File: src/rtl/fetch_sequencer.sv
// Program sequencer: owns the PC, fetches 16-bit instructions over req/ack, and splits them into fields.
// Optional HALT_DETECT_EN: a taken jump to the current pc parks the sequencer in HALT until reset.
module fetch_sequencer #(
    parameter int                  PC_WIDTH = 8,
    parameter logic [PC_WIDTH-1:0] RESET_PC = '0
) (
    input  logic                clk,
    input  logic                reset,
    input  logic                run,
    output logic                instr_req,
    output logic [PC_WIDTH-1:0] instr_addr,
    input  logic                instr_ack,
    input  logic [15:0]         instr_data,
    input  logic                branch_select,
    input  logic                branch_cond,
    output logic [2:0]          command_group,
    output logic [2:0]          command,
    output logic [4:0]          arg_a,
    output logic [4:0]          arg_b,
    output logic                exec_valid,
    output logic [PC_WIDTH-1:0] pc,
    output logic                halted,
    output logic [1:0]          dbg_state
);

    typedef enum logic [1:0] {
        S_IDLE  = 2'd0,
        S_FETCH = 2'd1,
        S_EXEC  = 2'd2,
        S_HALT  = 2'd3
    } state_t;

    state_t              state_q, state_d;
    logic [PC_WIDTH-1:0] pc_q, pc_d;
    logic [15:0]         ir_q, ir_d;
    logic                req_q, req_d;
    logic                ev_q, ev_d;
    logic                halted_q, halted_d;

    logic                jump_taken;
    logic [PC_WIDTH-1:0] jump_target;

    assign jump_taken  = branch_select & branch_cond;
    assign jump_target = ir_q[PC_WIDTH-1:0];

    // Handshake: a word transfers on any edge where instr_req and instr_ack are both high;
    // instr_req stays high with a stable instr_addr until that edge, and ack elsewhere is ignored.
    always_comb begin
        state_d  = state_q;
        pc_d     = pc_q;
        ir_d     = ir_q;
        req_d    = 1'b0;
        ev_d     = 1'b0;
        halted_d = halted_q;
        case (state_q)
            S_IDLE: begin
                if (run) begin
                    state_d = S_FETCH;
                    req_d   = 1'b1;
                end
            end
            S_FETCH: begin
                if (instr_ack) begin
                    ir_d    = instr_data;
                    state_d = S_EXEC;
                    ev_d    = 1'b1;
                end else begin
                    req_d = 1'b1;
                end
            end
            S_EXEC: begin
                if (jump_taken) pc_d = jump_target;
                else            pc_d = pc_q + PC_WIDTH'(1);
`ifdef HALT_DETECT_EN
                if (jump_taken && (jump_target == pc_q)) begin
                    state_d  = S_HALT;
                    halted_d = 1'b1;
                    pc_d     = pc_q;
                end else
`endif
                if (run) begin
                    state_d = S_FETCH;
                    req_d   = 1'b1;
                end else begin
                    state_d = S_IDLE;
                end
            end
            S_HALT: begin
                state_d = S_HALT;
            end
            default: begin
                state_d = S_IDLE;
            end
        endcase
    end

    always_ff @(posedge clk or posedge reset) begin
        if (reset) begin
            state_q  <= S_IDLE;
            pc_q     <= RESET_PC;
            ir_q     <= 16'h0000;
            req_q    <= 1'b0;
            ev_q     <= 1'b0;
            halted_q <= 1'b0;
        end else begin
            state_q  <= state_d;
            pc_q     <= pc_d;
            ir_q     <= ir_d;
            req_q    <= req_d;
            ev_q     <= ev_d;
            halted_q <= halted_d;
        end
    end

    assign instr_req     = req_q;
    assign instr_addr    = pc_q;
    assign pc            = pc_q;
    assign exec_valid    = ev_q;
    assign halted        = halted_q;
    assign command_group = ir_q[15:13];
    assign command       = ir_q[12:10];
    assign arg_a         = ir_q[9:5];
    assign arg_b         = ir_q[4:0];
    assign dbg_state     = state_q;

endmodule

File: config.mk
export PLATFORM = sky130hd
export DESIGN_NAME = fetch_sequencer
export DESIGN_NICKNAME = d
export VERILOG_FILES = /design/src/rtl/fetch_sequencer.sv
export SDC_FILE = /design/constraint.sdc
export NUM_CORES = 1
export LEC_CHECK = 0
export ABC_AREA = 1
export ABC_CLOCK_PERIOD_IN_PS = 3000
export CAP_MARGIN = 5
export CORE_UTILIZATION = 32
export CTS_BUF_LIST = sky130_fd_sc_hd__clkbuf_8
export CTS_CLUSTER_SIZE = 28
export DETAILED_ROUTE_END_ITERATION = 8
export DONT_BUFFER_PORTS = 1
export GPL_TIMING_DRIVEN = 1
export HOLD_SLACK_MARGIN = 0.06
export SYNTH_ARGS = -nofsm -noshare
export SYNTH_HDL_FRONTEND = slang
export SYNTH_SLANG_ARGS = --single-unit
File: constraint.sdc
create_clock -name clk -period 3 [get_ports clk]
set_input_delay 0.45 -clock clk [delete_from_list [all_inputs] [get_ports clk]]
set_output_delay 0.45 -clock clk [all_outputs]
set_load 0.02 [all_outputs]
* Word-level counts from Yosys, hierarchy flattened
Cells that the tools add are included.
** Word-level totals
- Flip-flop bits (word level) :: 28
- Input bits :: 22
- Output and inout port bits :: 37
- Word-level logic and storage cells :: 26
** Cells by class
- Add/sub/neg operators :: 1
- Reduce and logical (&&, ||, !) cells :: 4
- Bitwise logic cells :: 1
- Eq/ne operators :: 5
- Multiplexer cells :: 10
** Operators with widths (count)
- $add A8 B1 Y8 const B :: 1
- $mux W8 :: 1
- $pmux W2 S4 :: 1
- $mux W1 :: 5
- $eq A2 B2 Y1 const B :: 2
- $mux W2 :: 2
- $ne A2 B2 Y1 const B :: 2
- $reduce_and A2 Y1 :: 2
- $eq A2 B1 Y1 const B :: 1
- $logic_not A2 Y1 :: 1
- $pmux W1 S2 :: 1
- $reduce_or A2 Y1 :: 1
- $and A1 B1 Y1 :: 1

* Depth between registers and ports, before layout
Gate-level depths: netlist (run 1).
- Depth after elaboration :: 3
- Mapped depth :: 8
- Gate-level depth less buffers :: 8

* Least setup slack after synthesis (run 1)
OpenSTA, ideal clock, no wires.
- Kind :: register to register
- Start point :: register pc_q[1], in the netlist instr_addr[1]
- End point :: register pc_q[6], in the netlist instr_addr[6]
- Arrival time :: 1163 ps
- Slack :: 1720 ps
- Required time :: 2883 ps
- Cell stages (with the launch flop) :: 9
- Path buffers :: 0
- Clock period less this slack :: 1280 ps
- Library setup time :: 117 ps
- Cell sequence :: dfrtp_1 -> ha_1 -> nand2_1 -> nor2_1 -> nand2_1 -> nand2_1 -> nand3_1 -> nand2_1 -> nand2_1
** On the way
- Cells in the longest elaborated chain, start to end :: 2
** RTL lines
- from (decl) :: RTL line 34 : logic [PC_WIDTH-1:0] pc_q, pc_d;
- from (signal assigned) :: RTL line 107 : pc_q <= pc_d;
- $add A8 B1 Y8 :: RTL line 73 : else pc_d = pc_q + PC_WIDTH'(1);
- $mux W8 :: RTL line 72 : if (jump_taken) pc_d = jump_target;
No other way between the ends.
A chain may end at the register's enable or synchronous reset.

* Worst setup path in the final report (run 1)
- Start point :: register pc_q[0], in the netlist instr_addr[0]
- End point :: register pc_q[6], in the netlist instr_addr[6]
The elaborated chain is that of the path after synthesis.

==> results of run 1 <==
## layout by cell type, fill, tap and decap left out
master and instances:
nor2_1 15, a21oi_1 4, dfrtp_1 28, clkbuf_8 4, nand3_4 1, nand3_1 9
inv_1 11, nor2_4 1, o21ai_0 10, o21a_1 1, clkinv_2 1, conb_1 1
ha_1 1, o22ai_1 1, inv_2 1, nand2_1 70, buf_4 1
## kinds of logic (layout without fill, tap and decap cells)
kind of cell / Yosys count / after routing / share of synthesized area
DFF: 28 / 28 / 0.526
buffers and inverters: 25 / 18 / 0.104
other: 1 / 1 / 0.00281
adders and majority gates: 1 / 1 / 0.00939
AOI/OAI and AO/OA: 16 / 16 / 0.0629
and+or+nand+nor: 96 / 96 / 0.295
## sequential cells by signal (all words and copies together), names as in the netlist
name,cells
dbg_state,2
exec_valid,1
instr_req,1
instr_addr,8
ir_q,16
## cell usage after synthesis
library cell  instances  area, sq um
a21oi_1               4         20.0
buf_2                 2         10.0
buf_4                 9         67.6
buf_6                 1         11.3
clkinv_2              1         5.00
conb_1                1         3.75
dfrtp_1              28          701
ha_1                  1         12.5
inv_1                11         41.3
inv_2                 1         3.75
nand2_1              70          263
nand3_1               9         45.0
nand3_4               1         17.5
nor2_1               15         56.3
nor2_4                1         11.3
o21a_1                1         7.51
o21ai_0              10         50.1
o22ai_1               1         6.26
## how the worst max path moves through the flow
stage,start,end,slack [ns],depth (start not counted)
global route,instr_addr[0],instr_addr[6],1.32,8
finish,instr_addr[0],instr_addr[6],1.44,8
floorplan,instr_addr[1],instr_addr[6],1.72,8
CTS,instr_addr[0],instr_addr[6],1.42,8
global placement,instr_addr[0],instr_addr[6],1.46,8
detailed placement,instr_addr[0],instr_addr[6],1.44,8
## per-layer routing
metal,GRT usage,wire [microns],vias up
met5,0,0,-
met4,0.0346,18,0
met3,0.0565,229,2
met2,0.224,1310,33
met1,0.158,1170,440
li1,-,-,492
## through the flow
step / util / hold WS (ns)
2_1_floorplan: - / 0.515
3_3_place_gp: 0.328 / 0.439
3_5_place_dp: 0.328 / 0.441
4_1_cts: 0.342 / 0.132
5_1_grt: 0.342 / 0.147
6_report: 0.342 / 0.120
## critical path, cell delays in order, from the launching register on
cell and delay [ns]:
dfrtp_1 0.66, ha_1 0.28, nand2_1 0.08, nor2_1 0.14, nand2_1 0.07, nand2_1 0.05
nand3_1 0.07, nand2_1 0.07, nand2_1 0.04
## where the power goes
group | internal (uW) | leakage (uW) | switching (uW)
registers | 551 | 0.000342 | 487
clock network | 117 | 0.0000288 | 117
logic | 144 | 0.000341 | 254
total | 812 | 0.000712 | 858
## area by class of cell
cell class | instances | share of cell area
clock buffers | 4 | 0.0402
inverters | 13 | 0.0366
multi-input cells | 114 | 0.360
flip-flops and latches | 28 | 0.512
well taps | 50 | 0.0457
repair buffers | 1 | 0.00548
==> qor.yml, run 1 <==
run_status:
  status: "finished clean"
cts:
  ctsRootBufferMaster: "clkbuf_8"
  clk_pin_slew_ns: 0.10
  cts_tree: "done"
  htreeDepth: 1
  clk_latency_ns: 0.27
  cts.repair.resized: 0
  clockBufferDepth: 2
  hold_buffers: 0
  clock_sinks: 28
  numCtsBuffers: 3
  postCtsSetupBuffers: 0
placement:
  numPortBuffers: 0
  post-place-ws_ns: 1.44
  dpl-instance-area_sq_mm: 0.00131
  dp_cells: 206
  gp_congestion: 0.843
  dp_hpwl_microns: 1950
cells_and_area:
  syn2layout_area_growth_pct: 2.72
  finalNonFillerCells: 210
  nNetsFinal: 184
  fin_area_sq_mm: 0.00137
  multiInputGateArea_sq_um: 493
  fillers: 439
  drive_gt1_frac: 0.0563
  n_antenna_cell: 0
  regArea_sq_um: 701
route:
  detail-route-antenna-nets: 0
  vias_per_cell: 4.60
  wl_per_cell_microns: 13.0
  first_pass_iters: 6
  num_vias: 967
  drt_iter0_drc: 16
  drc: 0
  drt_wl_total_microns: 2730
global_routing:
  gr-total-overflow: 0
  antenna_found_initial: 0
  first_global_vias: 955
  grt_util_all_layers: 0.134
  grt_pass1_wl_microns: 4470
  grt_max_degree: 29
floorplan:
  initial_core_util: 0.333
  placementRows: 23
  chipWidth_microns: 66.5
  ioPinCount: 59
  dieArea_sq_mm: 0.00443
  coreArea_sq_mm: 0.00400
  die_h_microns: 66.5
worst_setup_path:
  worstRegToRegCells: 8
  crit_path_end_kind: "flop"
  critPathRequiredTime_ns: 3.17
  rrSetupSlack_ns: 1.44
  cp-start-kind: "flop"
  criticalPathCategory: "reg2reg"
  crit_path_max_fanout: 6
  worst_ep_arrival_time_ns: 1.73
  r2r_start: "instr_addr[0]"
  r2r_end: "instr_addr[6]"
synth:
  synth_cell_types: 18
  avgSynthCellArea_sq_um: 7.98
  postSynthCellCount: 167
  yosys_warnings: 0
  ys_seq_area_frac: 0.526
  ys_ff_latch: 28
  syn_area_sq_mm: 0.00133
  syn-num-nets: 190
run:
  max_cap_viol_count: 0
timing:
  worst_pin_slew_ns: 0.512
  setup_viol: 0
  layout_setup_ws_ns: 1.44
  finalMaxSlewViolations: 0
  min_period_over_period: 0.520
  final-hold-violation-count: 0
  slew_headroom: 0.659
  finalSetupTns_ns: 0
  finalCriticalPeriod_ns: 1.56
  rsz0062_at_grt: "no"
  worst_clock_skew_ns: 0.00378
  max_freq_mhz: 641
pwr:
  irDropWorstVdd_v: 0.000457
  total_power_uw: 1670
  power.leakage_uw: 0.000712
  power_density_mw_per_mm2: 1220
worst_hold_path:
  hold_path.class: "in2async"
(Power assumes the default switching activity.)
==> run 2, diff against run 1 <==
--- a/config.mk
+++ b/config.mk
@@ -6,7 +6,7 @@
 export NUM_CORES = 1
 export LEC_CHECK = 0
 export ABC_AREA = 1
-export ABC_CLOCK_PERIOD_IN_PS = 3000
+export ABC_CLOCK_PERIOD_IN_PS = 1500
 export CAP_MARGIN = 5
 export CORE_UTILIZATION = 32
 export CTS_BUF_LIST = sky130_fd_sc_hd__clkbuf_8
==> constraint.sdc (replaced) <==
create_clock -name clk -period 1.5 [get_ports clk]
set_input_delay 0.225 -clock clk [delete_from_list [all_inputs] [get_ports clk]]
set_output_delay 0.225 -clock clk [all_outputs]
set_load 0.02 [all_outputs]
==> qor.yml, run 2 (synthesis gave the netlist of run 1 again) <==
run_status:
  status: "finished clean"  # unchanged
cells_and_area:
  utilization: 0.394  # was 0.342
  syn2layout_area_growth_pct: 18.2  # was 2.72%
  drive_gt1_frac: 0.109  # was 0.0563
  max_flop_register: "ir_q"  # unchanged
  n_antenna_cell: 0  # unchanged
  regArea_sq_um: 701  # unchanged
  largest_reg_flops: 16  # unchanged
  nNetsFinal: 209  # was 184
  final_cell_mix: "70 x nand2_1, 28 x dfrtp_1, 15 x nor2_1, 13 x dlygate4sd3_1, 13 x buf_4"  # was 70 x nand2_1, 28 x dfrtp_1, 15 x nor2_1, 11 x inv_1, 10 x o21ai_0
  fillers: 411  # was 439
  multiInputGateArea_sq_um: 493  # unchanged
  layout_commonest_cell: "nand2_1"  # unchanged
run:
  max_cap_viol_count: 0  # unchanged
global_routing:
  grt_max_degree: 29  # unchanged
  gr-total-overflow: 0  # unchanged
  top_usage_layer: "met2"  # unchanged
  antenna_found_initial: 0  # unchanged
  grtUsageMet2: 0.250  # was 0.224
  grt_pass1_wl_microns: 4890  # was 4470 microns
  met3_usage: 0.0291  # was 0.0565
  first_global_vias: 1085  # was 955
  grt_util_all_layers: 0.147  # was 0.134
  grt_util_met1: 0.190  # was 0.158
placement:
  gp_congestion: 0.793  # was 0.843
  dp_hpwl_microns: 2080  # was 1950 microns
  numPortBuffers: 0  # unchanged
  post-place-ws_ns: 0.289  # was 1.44 ns
floorplan:
  ioPinCount: 59  # unchanged
  placementRows: 23  # unchanged
  initial_core_util: 0.333  # unchanged
  chipWidth_microns: 66.5  # unchanged
  die_h_microns: 66.5  # unchanged
  dieArea_sq_mm: 0.00443  # unchanged
  coreArea_sq_mm: 0.00400  # unchanged
route:
  wl_per_cell_microns: 12.5  # was 13.0 microns
  drt_wl_total_microns: 2920  # was 2730 microns
  drc: 0  # unchanged
  detail-route-antenna-nets: 0  # unchanged
  vias_per_cell: 4.56  # was 4.60
  num_vias: 1066  # was 967
  drt_iter0_drc: 27  # was 16
  first_pass_iters: 4  # was 6
worst_setup_path:
  criticalPathCategory: "reg2reg"  # unchanged
  rrSetupSlack_ns: 0.28  # was 1.44 ns
  crit_path_max_fanout: 4  # was 6
  startpoint: "instr_addr[0]"  # unchanged
  crit_path_end_kind: "flop"  # unchanged
  r2r_start: "instr_addr[0]"  # unchanged
  worst_ep_arrival_time_ns: 1.39  # was 1.73 ns
  critPathCapture: "instr_addr[6]"  # unchanged
  worstRegToRegCells: 8  # unchanged
  cp-start-kind: "flop"  # unchanged
  r2r_end: "instr_addr[6]"  # unchanged
  critPathRequiredTime_ns: 1.67  # was 3.17 ns
timing:
  final-hold-violation-count: 0  # unchanged
  worst_clock_skew_ns: 0.00203  # was 0.00378 ns
  layout_setup_ws_ns: 0.278  # was 1.44 ns
  min_period_over_period: 0.815  # was 0.520
  finalCriticalPeriod_ns: 1.22  # was 1.56 ns
  rsz0062_at_grt: "no"  # unchanged
  setup_viol: 0  # unchanged
  max_freq_mhz: 818  # was 641 MHz
  finalMaxSlewViolations: 0  # unchanged
  finalSetupTns_ns: 0  # unchanged
cts:
  ctsRootBufferMaster: "clkbuf_8"  # unchanged
  postCtsSetupBuffers: 0  # unchanged
  htreeDepth: 1  # unchanged
  clock_sinks: 28  # unchanged
  clockBufferDepth: 2  # unchanged
  clk_pin_slew_ns: 0.09  # was 0.10 ns
  numCtsBuffers: 3  # unchanged
  cts_tree: "done"  # unchanged
  clk_latency_ns: 0.27  # about the same
pwr:
  power.leakage_uw: 0.000816  # was 0.000712 uW
  irDropWorstVdd_v: 0.000802  # was 0.000457 V
  power_density_mw_per_mm2: 2250  # was 1220 mW/mm^2
worst_hold_path:
  hold_path.class: "in2reg"  # was in2async
## run 2: power breakdown
group	switching (uW)	leakage, uW	internal [uW]	total (uW)
Clock	224	0.0000216	180	404
Combinational	922	0.000453	485	1410
Sequential	619	0.000342	1110	1730
## run 2: area by class of cell
cell class / count / area share
Tap cell: 50 / 0.0397
Timing Repair Buffer: 26 / 0.145
Multi-Input combinational cell: 114 / 0.313
Sequential cell: 28 / 0.445
Clock buffer: 3 / 0.0262
Inverter: 13 / 0.0318
## run 2: through the flow
stage / hold slack, ns / total power [uW] / area [sq um] / cells
floorplan: 0.290 / 2830 / 1330 / 167
global placement: 0.214 / 3110 / 1400 / 218
detailed placement: 0.210 / 3140 / 1400 / 218
CTS: 0.0609 / 3590 / 1570 / 233
global route: 0.0696 / 3850 / 1580 / 234
finish: 0.0701 / 3540 / 1580 / 234
## run 2: how the worst min path moves through the flow
stage | from | end | cells past startpoint
2_1_floorplan | reset | dbg_state[0] | 1
3_3_place_gp | reset | ir_q[12] | 2
3_5_place_dp | reset | ir_q[12] | 2
4_1_cts | instr_data[8] | ir_q[8] | 2
5_1_grt | instr_data[7] | ir_q[7] | 2
6_report | instr_data[0] | ir_q[0] | 2
## run 2: timing repair
item                                   4_1_cts  5_1_grt
endpoints found under the hold margin       39        1
gates resized for setup                      0        0
hold buffers                                12        1
## run 2: per-layer routing
metal / up-vias / wire length (microns)
li1: 543 / -
met5: - / 0
met4: 0 / 25
met2: 37 / 1380
met3: 4 / 157
met1: 482 / 1360
## run 2: critical path, stage by stage (launching register included)
cell     delay (ns)
dfrtp_1        0.41
ha_1           0.22
nand2_1        0.08
nor2_1         0.13
nand2_1        0.06
nand2_1        0.06
nand3_1        0.06
nand2_1        0.06
nand2_1        0.04
==> run 3, diff against run 2 <==
--- a/config.mk
+++ b/config.mk
@@ -6,7 +6,7 @@
 export NUM_CORES = 1
 export LEC_CHECK = 0
 export ABC_AREA = 1
-export ABC_CLOCK_PERIOD_IN_PS = 1500
+export ABC_CLOCK_PERIOD_IN_PS = 1200
 export CAP_MARGIN = 5
 export CORE_UTILIZATION = 32
 export CTS_BUF_LIST = sky130_fd_sc_hd__clkbuf_8
==> constraint.sdc (replaced) <==
create_clock -name clk -period 1.2 [get_ports clk]
set_input_delay 0.18 -clock clk [delete_from_list [all_inputs] [get_ports clk]]
set_output_delay 0.18 -clock clk [all_outputs]
set_load 0.02 [all_outputs]
==> qor.yml, run 3 (synthesis gave the netlist of run 1 again) <==
run_status:
  status: "finished clean"  # unchanged
placement:
  numPortBuffers: 0  # unchanged
  dp_hpwl_microns: 1970  # was 2080 microns
  post-place-ws_ns: 0.0420  # was 0.289 ns
  gp_congestion: 0.760  # was 0.793
worst_setup_path:
  r2r_start: "instr_addr[0]"  # unchanged
  worstPathCellList: "buf_4 > buf_6"  # was ha_1 > nand2_1 > nor2_1 > nand2_1 > nand2_1 > nand3_1 > nand2_1 > nand2_1
  cp-start-kind: "flop"  # unchanged
  r2r_end: "instr_addr[3]"  # was instr_addr[6]
  slowest_stage: "dfrtp_2"  # was dfrtp_1
  rrSetupSlack_ns: 0.06  # was 0.28 ns
  worstRegToRegCells: 6  # was 8
  cp_num_cells: 2  # was 8
  crit_path_max_fanout: 4  # unchanged
  startpoint: "instr_addr[1]"  # was instr_addr[0]
  cp_slowest_stage_delay_ns: 0.45  # was 0.41 ns
  worst_ep_arrival_time_ns: 1.01  # was 1.39 ns
  path_delay_family: "flip-flops"  # was simple AND/OR/NAND/NOR gates
  critPathCapture: "instr_addr[1]"  # was instr_addr[6]
  critPathRequiredTime_ns: 1.02  # was 1.67 ns
  crit_path_end_kind: "output port"  # was flop
  criticalPathCategory: "reg2out"  # was reg2reg
  cp_num_buf_inv: 2  # was 0
cells_and_area:
  multiInputGateArea_sq_um: 510  # was 493 sq um
  utilization: 0.433  # was 0.394
  final_cell_mix: "70 x nand2_1, 26 x dfrtp_1, 19 x dlygate4sd3_1, 14 x buf_4, 13 x nor2_1"  # was 70 x nand2_1, 28 x dfrtp_1, 15 x nor2_1, 13 x dlygate4sd3_1, 13 x buf_4
  n_antenna_cell: 0  # unchanged
  nNetsFinal: 219  # was 209
  regArea_sq_um: 703  # was 701 sq um
  syn2layout_area_growth_pct: 30.0  # was 18.2%
  drive_gt1_frac: 0.159  # was 0.109
  largest_reg_flops: 16  # unchanged
  layout_commonest_cell: "nand2_1"  # unchanged
  max_flop_register: "ir_q"  # unchanged
  fillers: 373  # was 411
timing:
  max_freq_mhz: 843
  setup_viol: 0  # unchanged
  finalMaxSlewViolations: 0  # unchanged
  final-hold-violation-count: 0  # unchanged
  worst_clock_skew_ns: 0.00247  # was 0.00203 ns
  rsz0062_at_grt: "yes"  # was no
  min_period_over_period: 0.989
  layout_setup_ws_ns: 0.0135  # was 0.278 ns
  finalCriticalPeriod_ns: 1.19
route:
  drc: 0  # unchanged
  wl_per_cell_microns: 12.2  # was 12.5 microns
  detail-route-antenna-nets: 0  # unchanged
  first_pass_iters: 4  # unchanged
  drt_iter0_drc: 23  # was 27
  num_vias: 1128  # was 1066
  drt_wl_total_microns: 2980  # was 2920 microns
  vias_per_cell: 4.60  # was 4.56
floorplan:
  chipWidth_microns: 66.5  # unchanged
  placementRows: 23  # unchanged
  dieArea_sq_mm: 0.00443  # unchanged
  coreArea_sq_mm: 0.00400  # unchanged
  initial_core_util: 0.333  # unchanged
  die_h_microns: 66.5  # unchanged
  ioPinCount: 59  # unchanged
worst_hold_path:
  holdPathStages: 3  # was 2
  hold_path.class: "in2reg"  # unchanged
cts:
  clock_sinks: 28  # unchanged
  clockBufferDepth: 2  # unchanged
  clk_pin_slew_ns: 0.10  # was 0.09 ns
  htreeDepth: 1  # unchanged
  numCtsBuffers: 3  # unchanged
  cts_tree: "done"  # unchanged
  ctsRootBufferMaster: "clkbuf_8"  # unchanged
  clk_latency_ns: 0.27  # about the same
run:
  max_cap_viol_count: 0  # unchanged
pwr:
  sw_frac_of_total: 0.468  # was 0.499
  irDropWorstVdd_v: 0.00121  # was 0.000802 V
  comb_power_share: 0.406  # was 0.397
  power_density_mw_per_mm2: 2830  # was 2250 mW/mm^2
  switchingPower_uw: 2290  # was 1770 uW
  p_int_uw: 2600  # was 1770 uW
  pwr-share-seq: 0.441  # was 0.488
  power.leakage_uw: 0.000875  # was 0.000816 uW
  power_frac_clock: 0.153  # was 0.114
global_routing:
  top_usage_layer: "met2"  # unchanged
  first_global_vias: 1015  # was 1085
  grt_util_all_layers: 0.136  # was 0.147
  gr-total-overflow: 0  # unchanged
  grtUsageMet2: 0.249  # was 0.250
  grt_max_degree: 29  # unchanged
  met3_usage: 0.0325  # was 0.0291
  grt_util_met1: 0.159  # was 0.190
  antenna_found_initial: 0  # unchanged
  grt_pass1_wl_microns: 4460  # was 4890 microns
run 3: cell count changes in the layout (fill, tap and decap cells not counted), moves of 2 or more:
cell and delta:
dfrtp_1 -2, buf_6 +2, dlygate4sd3_1 +6, nor2_2 +2, dfrtp_2 +2, nor2_1 -2
run 3: final cells by class:
class | instances | share of cell area
Tap cell | 50 | 0.0361
Inverter | 13 | 0.0296
Sequential cell | 28 | 0.406
Multi-Input combinational cell | 114 | 0.295
Clock inverter | 1 | 0.0173
Timing Repair Buffer | 36 | 0.192
Clock buffer | 3 | 0.0238
run 3: how the worst min path moves through the flow:
stage                     startpoint            to  slack (ns)
after CTS                  instr_ack       ir_q[7]        0.14
after floorplan                reset  dbg_state[0]        0.25
after global routing       instr_ack    exec_valid        0.16
final                      instr_ack       ir_q[8]        0.15
after detailed placement       reset      ir_q[15]        0.16
after global placement         reset    exec_valid        0.16
run 3: tightest hold or removal path, cell delays in order:
cell and delay (ns):
nand3_4 0.10, nand2_1 0.06, nand2_1 0.06
run 3: routing by layer:
metal  part of all wire  vias to the layer above
li1                   -                      569
met1               0.42                      513
met2               0.51                       44
met3              0.065                        2
met4             0.0040                        0
met5                  0                        -
run 3: timing repair:
action,4_1_cts,5_1_grt
setup endpoints to repair,2,8
hold buffers,19,0
hold endpoints to repair,47,0
gates resized for setup,0,11
setup buffers,1,1
pin swaps,0,1
run 3: power groups by stage:
stage	Clock, uW	Sequential, uW	Combinational, uW
floorplan	0	2320	1220
global placement	0	2160	1770
detailed placement	0	2160	1800
CTS	764	2140	1880
global route	795	2230	2240
finish	747	2160	1990
run 3: per-stage QoR:
step                      cell area, sq um  hold slack [ns]  setup TNS (ns)  cells  total power (uW)
after floorplan                       1340            0.245               0    167              3540
after global placement                1420            0.165               0    220              3930
after detailed placement              1420            0.164               0    220              3960
after CTS                             1690            0.138               0    244              4780
after global routing                  1730            0.165          -0.118    245              5260
final                                 1730            0.150               0    245              4890
